File: src/rtl/sram_port_arbiter.sv
`default_nettype none
// ============================================================================
// sram_port_arbiter -- round-robin share of one SRAM controller port between
// the instruction fetch (m0, read-only) and the data cache (m1, read/write).
// Revision: 1.0
// ============================================================================
module sram_port_arbiter #(
    parameter int ADDR_W  = 18,
    parameter int DATA_W  = 32,
    parameter int LINE_W  = 64,
    parameter int TIMEOUT = 16
) (
    input  logic              clk,
    input  logic              rst,
    input  logic [ADDR_W-1:0] m0_address,
    input  logic              m0_r_en,
    output logic [LINE_W-1:0] m0_rdata,
    output logic              m0_ready,
    input  logic [ADDR_W-1:0] m1_address,
    input  logic [DATA_W-1:0] m1_wdata,
    input  logic              m1_r_en,
    input  logic              m1_w_en,
    output logic [LINE_W-1:0] m1_rdata,
    output logic              m1_ready,
    output logic [ADDR_W-1:0] sram_address,
    output logic [DATA_W-1:0] sram_wdata,
    output logic              sram_r_en,
    output logic              sram_w_en,
    input  logic [LINE_W-1:0] sram_rdata,
    input  logic              sram_ready,
    output logic [1:0]        grant,
    output logic              timeout_err
);

    typedef enum logic [1:0] {
        IDLE  = 2'd0,
        BUSY0 = 2'd1,
        BUSY1 = 2'd2
    } state_t;

    localparam logic [7:0] C_WD_LIMIT = 8'(TIMEOUT - 1);

    state_t      state_q;
    logic        last_grant_q;
    logic [7:0]  wait_cnt_q;
    logic        timeout_err_q;

    logic w_req0;
    logic w_req1;
    logic w_busy0;
    logic w_busy1;
    logic w_owner_req;
    logic w_wd_limit;
    logic w_done;

    assign w_req0      = m0_r_en;
    assign w_req1      = m1_r_en | m1_w_en;
    assign w_busy0     = (state_q == BUSY0);
    assign w_busy1     = (state_q == BUSY1);
    assign w_owner_req = w_busy0 ? w_req0 : w_req1;
    assign w_wd_limit  = (wait_cnt_q == C_WD_LIMIT);
    // sram_ready takes precedence over the watchdog when both land together
    assign w_done      = sram_ready | w_wd_limit;

    always_ff @(posedge clk or negedge rst) begin
        if (!rst) begin
            state_q       <= IDLE;
            last_grant_q  <= 1'b1;
            wait_cnt_q    <= 8'd0;
            timeout_err_q <= 1'b0;
        end else begin
            case (state_q)
                IDLE: begin
                    wait_cnt_q <= 8'd0;
                    if (w_req0 && (!w_req1 || last_grant_q)) begin
                        state_q <= BUSY0;
                    end else if (w_req1) begin
                        state_q <= BUSY1;
                    end
                end
                BUSY0, BUSY1: begin
                    if (!w_owner_req) begin
                        // requester withdrew: abandon silently, fairness untouched
                        state_q    <= IDLE;
                        wait_cnt_q <= 8'd0;
                    end else if (w_done) begin
                        state_q      <= IDLE;
                        wait_cnt_q   <= 8'd0;
                        last_grant_q <= w_busy1;
                        if (!sram_ready) begin
                            timeout_err_q <= 1'b1;
                        end
                    end else begin
                        wait_cnt_q <= wait_cnt_q + 8'd1;
                    end
                end
                default: begin
                    state_q    <= IDLE;
                    wait_cnt_q <= 8'd0;
                end
            endcase
        end
    end

    assign sram_address = w_busy0 ? m0_address :
                          w_busy1 ? m1_address : '0;
    assign sram_w_en    = w_busy1 & m1_w_en;
    assign sram_r_en    = (w_busy0 & m0_r_en) | (w_busy1 & m1_r_en & ~m1_w_en);
    assign sram_wdata   = sram_w_en ? m1_wdata : '0;

    assign m0_ready = ~w_req0 | (w_busy0 & w_done);
    assign m1_ready = ~w_req1 | (w_busy1 & w_done);
    assign m0_rdata = sram_rdata;
    assign m1_rdata = sram_rdata;

    assign grant       = {w_busy1, w_busy0};
    assign timeout_err = timeout_err_q;

endmodule
`default_nettype wire

File: config.mk
export PLATFORM = sky130hd
export DESIGN_NAME = sram_port_arbiter
export DESIGN_NICKNAME = d
export VERILOG_FILES = /design/src/rtl/sram_port_arbiter.sv
export SDC_FILE = /design/constraint.sdc
export NUM_CORES = 1
export LEC_CHECK = 0
export ABC_AREA = 1
export CAP_MARGIN = 15
export CORE_AREA = 5 5 123 125
export CTS_CLUSTER_SIZE = 10
export DETAILED_ROUTE_END_ITERATION = 8
export DIE_AREA = 0 0 128 130
export REMOVE_ABC_BUFFERS = 1
export SKIP_LAST_GASP = 1
export SLEW_MARGIN = 10
export SYNTH_ARGS = -nofsm -noshare
export SYNTH_HDL_FRONTEND = slang
export SYNTH_SLANG_ARGS = --single-unit
export TNS_END_PERCENT = 5
File: constraint.sdc
create_clock -name clk -period 3.31 [get_ports clk]
set_input_delay 0.8275 -clock clk [delete_from_list [all_inputs] [get_ports clk]]
set_output_delay 0.8275 -clock clk [all_outputs]
set_load 0.02 [all_outputs]
### After elaboration in Yosys (flattened, before gate mapping)

Cells that the tools add are included.

* $add $sub $neg: 1
* bitwise gates (word level): 15
* equal/unequal tests: 5
* mux-type cells: 12
* reduce and logical (&&, ||, !) cells: 8

Operators by type and width (count)
* 18-bit two-way mux: 2
* 32-bit two-way mux: 1
* 8-bit two-way mux: 3
* 8-bit by 1-bit adder with 8-bit output (second input constant): 1
* 8-bit by 4-bit equality test with 1-bit output (second input constant): 1
* 2-bit two-way mux: 4
* 1-bit bitwise AND: 6
* 3-bit != test (second input constant): 2
* 1-bit bitwise OR: 5
* 1-bit inverter: 4
* 2-bit one-hot mux with 2 select lines: 1
* 4-bit AND reduction: 1
* 3-bit AND reduction: 1
* 2-bit by 1-bit equality test with 1-bit output (second input constant): 1
* 2-bit equality test (second input constant): 1
* 2-bit logical NOT: 1
* 2-bit AND reduction: 1
* 2-bit OR reduction: 1
* 1-bit logical AND: 1
* 1-bit logical NOT: 1
* 1-bit logical OR: 1
* 1-bit two-way mux: 1

* register bits after elaboration: 12
* output and inout bits: 185
* logic and storage cells: 45
* input port bits: 138

### Longest topological paths before layout

Gate-level depths: netlist of run 1.

* word-level depth: 6
* gate-level depth with buffers: 10
* gate-level depth less buffers: 10

### Worst setup path before layout of run 1

No wires, ideal clock.

* kind: register to output
* start: reg state_q[0]
* end: out m1_ready
* stages on the path, launching flop included: 6
* arrival time: 1.495 ns
* path buffers: 1
* required time: 2.483 ns
* slack: 0.988 ns
* cells stage by stage: dfrtp_1 -> inv_1 -> ha_1 -> clkbuf_1 -> inv_1 -> o21ai_0

* word-level cells in the longest chain between the ends: 3

RTL lines
* from (decl): line 43 `state_t state_q;`
* from (signal assigned): line 67 `state_q <= IDLE;`
* from (signal assigned): line 76 `state_q <= BUSY0;`
* from (signal assigned): line 78 `state_q <= BUSY1;`
* 2-bit equality test: line 59 `assign w_busy1 = (state_q == BUSY1);`
* net w_busy1: line 51 `logic w_busy1;`
* 1-bit bitwise AND: line 112 `assign m1_ready = ~w_req1 | (w_busy1 & w_done);`
* 1-bit bitwise OR: line 112
* to (decl): line 24 `output logic m1_ready,`

The timed path passes the listed nets, and every way through them passes these cells.

### Worst setup path after layout of run 1

* start: in sram_ready
* end: out m1_ready

* word-level cells in the longest chain between the ends: 3

RTL lines
* from (decl): line 30 `input logic sram_ready,`
* 1-bit bitwise OR: line 63 `assign w_done = sram_ready | w_wd_limit;`
* 1-bit bitwise AND: line 112
* 1-bit bitwise OR: line 112

No other way between the ends.

==> flow_summary.json, run 1 <==
{
  "status": "complete, no violations",
  "post_cts_buffers": 0,
  "crit_path_start": "sram_ready",
  "synth_top_family_by_area": "buffers and inverters",
  "clk_pin_slew_ns": 0.04,
  "power.density_mw_per_mm2": 547,
  "crit_required_ns": 2.48,
  "post-route-min-period_ns": 3.17,
  "cp.arrival_ns": 2.34,
  "synth_top_area_cell": "buf_4",
  "reg2reg_to": "state_q[1]",
  "drt_iter0_markers": 71,
  "antenna_cells": 0,
  "drc": 0,
  "start_util": 0.160,
  "vias_per_cell": 3.90,
  "synth-compound-area-share": 0.0295,
  "cts_hold_buf": 0,
  "slew_viol_final": 0,
  "finalHoldViolations": 0,
  "r2r_slack_ns": 1.71,
  "synth_top_area_share": 0.442,
  "endpoint": "m1_ready",
  "grt_first_pass_wirelength_microns": 19800,
  "syn_inst": 345,
  "synthAdderAreaFrac": 0.0227,
  "synth_area_leaders": "buf_4, dfrtp_1, nand2_1",
  "startpoint_type": "input port",
  "met2_usage": 0.280,
  "place_congestion": 0.884,
  "area_growth_pct": 29.3,
  "cpPeakStageDelay_ns": 0.66,
  "gr-usage-met3": 0.249,
  "post_cts_resized": 0,
  "path_max_fanout": 3,
  "grt_max_degree": 34,
  "setup_viol": 0,
  "layout_commonest_cell": "clkdlybuf4s50_1",
  "yosysSeqAreaShare": 0.137,
  "grt.overflow.total": 0,
  "power.leakage_nw": 1.30,
  "worst-slew-pin-transition_ns": 0.584,
  "grt_setup_unrepaired": "false",
  "root_buffer": "clkbuf_16",
  "ys_types": 27,
  "grt_pass1_vias": 1830,
  "worst_r2r_path_depth": 10,
  "drt-total-wl_microns": 16200,
  "fin_crit_sh": 0.957,
  "routed-via-count": 2052,
  "grt_busiest_layer": "met2",
  "netlist_area_sq_mm": 0.00221,
  "muxShareOfSynthArea": 0,
  "synth_xor_area_frac": 0.00794,
  "path_common_cell": "clkdlybuf4s50_1",
  "layout.nets": 489,
  "timing.rr.start": "state_q[1]",
  "final_cell_mix": "clkdlybuf4s50_1, nand2_1, inv_1",
  "fillers": 1561,
  "ant_nets": 0,
  "dp_hpwl_microns": 14300,
  "peakVddDrop_mv": 0.172,
  "cp_slowest_cell": "clkdlybuf4s50_1",
  "die_y_microns": 130,
  "clock_latency_ns": 0.24,
  "path_buf_inv": 2,
  "rows": 43,
  "grt_antenna_before_repair": 1,
  "clock_skew_ns": 0.00277,
  "drive_above_1_share": 0.0694,
  "crit_chain": "clkdlybuf4s50_1, nor2_4, o21ai_0, clkdlybuf4s50_1",
  "tritoncts": "built",
  "grt_use_total": 0.180,
  "synth_simple_gate_area_share": 0.264,
  "maxCapViolCount": 0,
  "ys_ff_latch": 12,
  "io_buffers": 130,
  "yosys_warnings": 0,
  "wire_per_inst_microns": 30.9,
  "grtUsageMet1": 0.128,
  "die_x_microns": 128,
  "slew_headroom": 0.609,
  "numClockSinks": 12,
  "clockBufferDepth": 2,
  "crit_type": "input port to output port",
  "cp-end-kind": "output port",
  "ioPinCount": 323,
  "fmax_mhz": 316,
  "die_area_sq_mm": 0.0166,
  "drtPass1Iterations": 8,
  "cpLargestDelayFamily": "buffers and inverters",
  "syn_avg_cell_area_sq_um": 6.40,
  "fin_setup_tns_ns": 0,
  "setup_slack_ns": 0.141,
  "place_worst_setup_slack_ns": 0.139,
  "cp.depth": 4,
  "htreeDepth": 1,
  "hold_class": "flip-flop to flip-flop",
  "cts_buffers": 3,
  "core_sq_mm": 0.0138
}
-- metrics by stage --
step                      hold slack, ns  area, sq um  utilization  power, mW  std cells
final                              0.470         2850        0.207       1.56        526
after global routing               0.496         2850        0.207       1.67        526
after CTS                          0.467         2850        0.207       1.58        526
after detailed placement           0.458         2770        0.201       1.35        522
after global placement             0.454         2770        0.201       1.35        522
after floorplan                    0.431         1190            -      0.760        206
-- layout make-up --
| cell class | count | area [sq um] | area share |
|---|---|---|---|
| inverters | 46 | 173 | 0.0605 |
| multi-input cells | 148 | 716 | 0.251 |
| clock buffers | 4 | 78.8 | 0.0276 |
| well taps | 180 | 225 | 0.0789 |
| flip-flops and latches | 12 | 302 | 0.106 |
| repair buffers | 136 | 1360 | 0.476 |
-- cell usage after synthesis (all sizes together) --
master,n
buf,131
dfstp,1
a21oi,2
ha,4
o21ai,6
o22ai,1
nor3,1
xnor2,1
o21bai,2
clkbuf,8
nor2,49
nand2,56
and2,1
inv,46
dfrtp,11
xor2,1
nand3,24
-- power breakdown --
group          switching, mW  total (mW)  internal (mW)  leakage, nW
sequential            0.0170       0.192          0.175        0.156
combinational          0.623        1.14          0.521         1.11
clock                 0.0624       0.224          0.162       0.0382
total                  0.702        1.56          0.858         1.30
-- worst min path at each step --
stage                              from             to  cells after the start
after detailed placement  wait_cnt_q[0]  wait_cnt_q[0]                      1
final                      last_grant_q   last_grant_q                      2
after global placement    wait_cnt_q[0]  wait_cnt_q[0]                      1
after CTS                 wait_cnt_q[0]  wait_cnt_q[0]                      1
after global routing       last_grant_q   last_grant_q                      2
after floorplan           wait_cnt_q[0]  wait_cnt_q[0]                      1
-- sequential cells by signal (all words and copies together), names as in the netlist --
name / cells
timeout_err: 1
state_q: 2
last_grant_q: 1
wait_cnt_q: 8
-- logic make-up (layout without fill, tap and decap cells) --
group,count (synthesis),count (layout)
buffers and inverters,185,186
adders and majority gates,4,4
AOI/OAI and AO/OA,11,11
DFF,12,12
and+or+nand+nor,131,131
xor gates and xnor gates,2,2
-- per-layer routing --
| metal | wire (microns) | vias up |
|---|---|---|
| met4 | 184 | 10 |
| met5 | 237 | - |
| met3 | 4510 | 25 |
| li1 | - | 893 |
| met1 | 4210 | 811 |
| met2 | 7110 | 313 |
-- worst min-delay path, stage by stage (launching register included) --
cell and delay, ns:
dfstp_2 0.36, nand2_1 0.05, o21ai_1 0.05
Power figures use the tool's default switching activity.
==> run 2, diff against run 1 <==
--- a/config.mk
+++ b/config.mk
@@ -8,13 +8,12 @@
 export ABC_AREA = 1
 export CAP_MARGIN = 15
 export CORE_AREA = 5 5 123 125
+export CTS_CLUSTER_DIAMETER = 50
 export CTS_CLUSTER_SIZE = 10
 export DETAILED_ROUTE_END_ITERATION = 8
 export DIE_AREA = 0 0 128 130
-export REMOVE_ABC_BUFFERS = 1
 export SKIP_LAST_GASP = 1
 export SLEW_MARGIN = 10
 export SYNTH_ARGS = -nofsm -noshare
 export SYNTH_HDL_FRONTEND = slang
 export SYNTH_SLANG_ARGS = --single-unit
-export TNS_END_PERCENT = 5
==> run 2 against run 1 <==
Worst setup slack gained 0.021 ns. Register-to-register slack gained 0.03 ns. Via count shrank 10%. Combinational power is essentially flat. Sequential share of layout area is essentially flat. Count of clock-buffer cells in the layout is the same. Global-route usage shrank 11 points. Core utilization grew 0.091 points. Die area is the same. Final area grew 0.44%. Non-clock buffer count is the same. Routed wire length shrank 58%. Critical path type unchanged. Largest cell class unchanged. Largest power group unchanged.
==> flow_summary.json, run 2 (same netlist as run 1, synthesis figures left out) <==
{
  "p_int_uw": 876,
  "power_switching_uw": 708,
  "drt-total-wl_microns": 6840,
  "top_register": "wait_cnt_q",
  "path_common_cell": "clkdlybuf4s50_1",
  "slew_viol_final": 0,
  "fin_setup_tns_ns": 0,
  "holdWs_ns": 0.458,
  "slew_headroom": 0.652,
  "core_sq_mm": 0.0138,
  "top_regs": "wait_cnt_q: 8 flops, state_q: 2 flops",
  "drt_iter0_markers": 51,
  "cts_hold_buf": 0,
  "largest_register_ffs": 8,
  "rows": 43,
  "power.density_mw_per_mm2": 553,
  "power.leakage_nw": 1.30,
  "crit_chain": "clkdlybuf4s50_1, nand2_1, buf_12, nor2_1, clkdlybuf4s50_1",
  "worst-slew-pin-transition_ns": 0.521,
  "post-route-min-period_ns": 3.15,
  "status": "complete, no violations",
  "clk_pin_slew_ns": 0.04,
  "die_x_microns": 128,
  "peakVddDrop_mv": 0.175,
  "area_growth_pct": 29.8,
  "final_cell_mix": "clkdlybuf4s50_1, nand2_1, inv_1",
  "setup_slack_ns": 0.162,
  "synth_nets": 487,
  "clock_latency_ns": 0.24,
  "routed-via-count": 1847,
  "cpPeakStageDelay_ns": 0.61,
  "place_inst": 522,
  "worst_r2r_path_depth": 10,
  "grt_first_pass_wirelength_microns": 9520,
  "layout_commonest_cell": "clkdlybuf4s50_1",
  "grt_max_degree": 34,
  "crit_type": "input port to output port",
  "startpoint_type": "input port",
  "crit_required_ns": 2.48,
  "fin_crit_sh": 0.951,
  "antenna_cells": 0,
  "grt_pass1_vias": 1793,
  "wire_per_inst_microns": 13.0,
  "grt_antenna_before_repair": 0,
  "post_cts_resized": 0,
  "root_buffer": "clkbuf_16",
  "cp.arrival_ns": 2.32,
  "grt_use_total": 0.0732,
  "hold_class": "flip-flop to flip-flop",
  "switching_share": 0.447,
  "tritoncts": "built",
  "finalHoldViolations": 0,
  "placed_area_sq_mm": 0.00279,
  "grt.overflow.total": 0,
  "maxCapViolCount": 0,
  "cts_buffers": 3,
  "htreeDepth": 1,
  "ant_nets": 0,
  "cp-end-kind": "output port",
  "clockBufferDepth": 2,
  "grt_setup_unrepaired": "false",
  "path_max_fanout": 33,
  "final_cell_area_sq_mm": 0.00287,
  "final_core_util": 0.208,
  "die_area_sq_mm": 0.0166,
  "place_congestion": 0.676,
  "numClockSinks": 12,
  "p_total_mw": 1.58,
  "power_frac_clock": 0.141,
  "place_worst_setup_slack_ns": 0.144,
  "cp_slowest_cell": "clkdlybuf4s50_1",
  "fmax_mhz": 318,
  "start_util": 0.160,
  "io_buffers": 130,
  "clock_skew_ns": 0.000683,
  "vias_per_cell": 3.51,
  "drc": 0,
  "die_y_microns": 130,
  "ioPinCount": 323,
  "setup_viol": 0,
  "fin_cells": 526,
  "drtPass1Iterations": 4,
  "hold_path_depth": 1,
  "drive_above_1_share": 0.0694,
  "dp_hpwl_microns": 5720,
  "post_cts_buffers": 0,
  "power_frac_comb": 0.738,
  "seqPwrFrac": 0.121,
  "fillers": 1567,
  "layout.nets": 489
}
## run 2: worst paths after layout
kind | from | endpoint | slack (ns)
min in group asynchronous | rst | wait_cnt_q[2] | 0.93
worst max register to register | state_q[1] | state_q[0] | 1.74
worst min-delay path | wait_cnt_q[0] | wait_cnt_q[0] | 0.46
max in group asynchronous | rst | last_grant_q | 2.02
worst min register to register | wait_cnt_q[0] | wait_cnt_q[0] | 0.46
worst max-delay path | m1_w_en | sram_wdata[11] | 0.16
## run 2: final cells by class
type / instances / area, sq um / area share
clock buffer: 4 / 78.8 / 0.0275
inverter: 46 / 173 / 0.0603
multi-input combinational: 148 / 716 / 0.250
sequential: 12 / 302 / 0.105
tap: 180 / 225 / 0.0786
timing repair buffer: 136 / 1370 / 0.479
## run 2: layer usage
layer  wire (microns)  vias to the layer above  track usage
li1                 -                      897            -
met2             2890                      147        0.113
met4              536                        0       0.0605
met1             2220                      738       0.0705
met5                0                        -            0
met3             1190                       65       0.0434
## run 2: power by group through the flow
stage	combinational, mW	sequential, mW	clock [mW]
2_1_floorplan	0.831	0.192	0
3_3_place_gp	1.19	0.192	0
3_5_place_dp	1.19	0.193	0
4_1_cts	1.20	0.191	0.230
5_1_grt	1.28	0.194	0.235
6_report	1.17	0.191	0.224
## run 2: worst max-delay path, delay by kind of cell
family,cells,cell delay [ns]
buf+inv,3,1.28
simple gates,2,0.21
==> run 3, diff against run 2 <==
--- a/config.mk
+++ b/config.mk
@@ -8,7 +8,7 @@
 export ABC_AREA = 1
 export CAP_MARGIN = 15
 export CORE_AREA = 5 5 123 125
-export CTS_CLUSTER_DIAMETER = 50
+export CTS_CLUSTER_DIAMETER = 200
 export CTS_CLUSTER_SIZE = 10
 export DETAILED_ROUTE_END_ITERATION = 8
 export DIE_AREA = 0 0 128 130
==> results of run 3 <==
No change in the layout: final DEF, timing and power equal those of run 2.
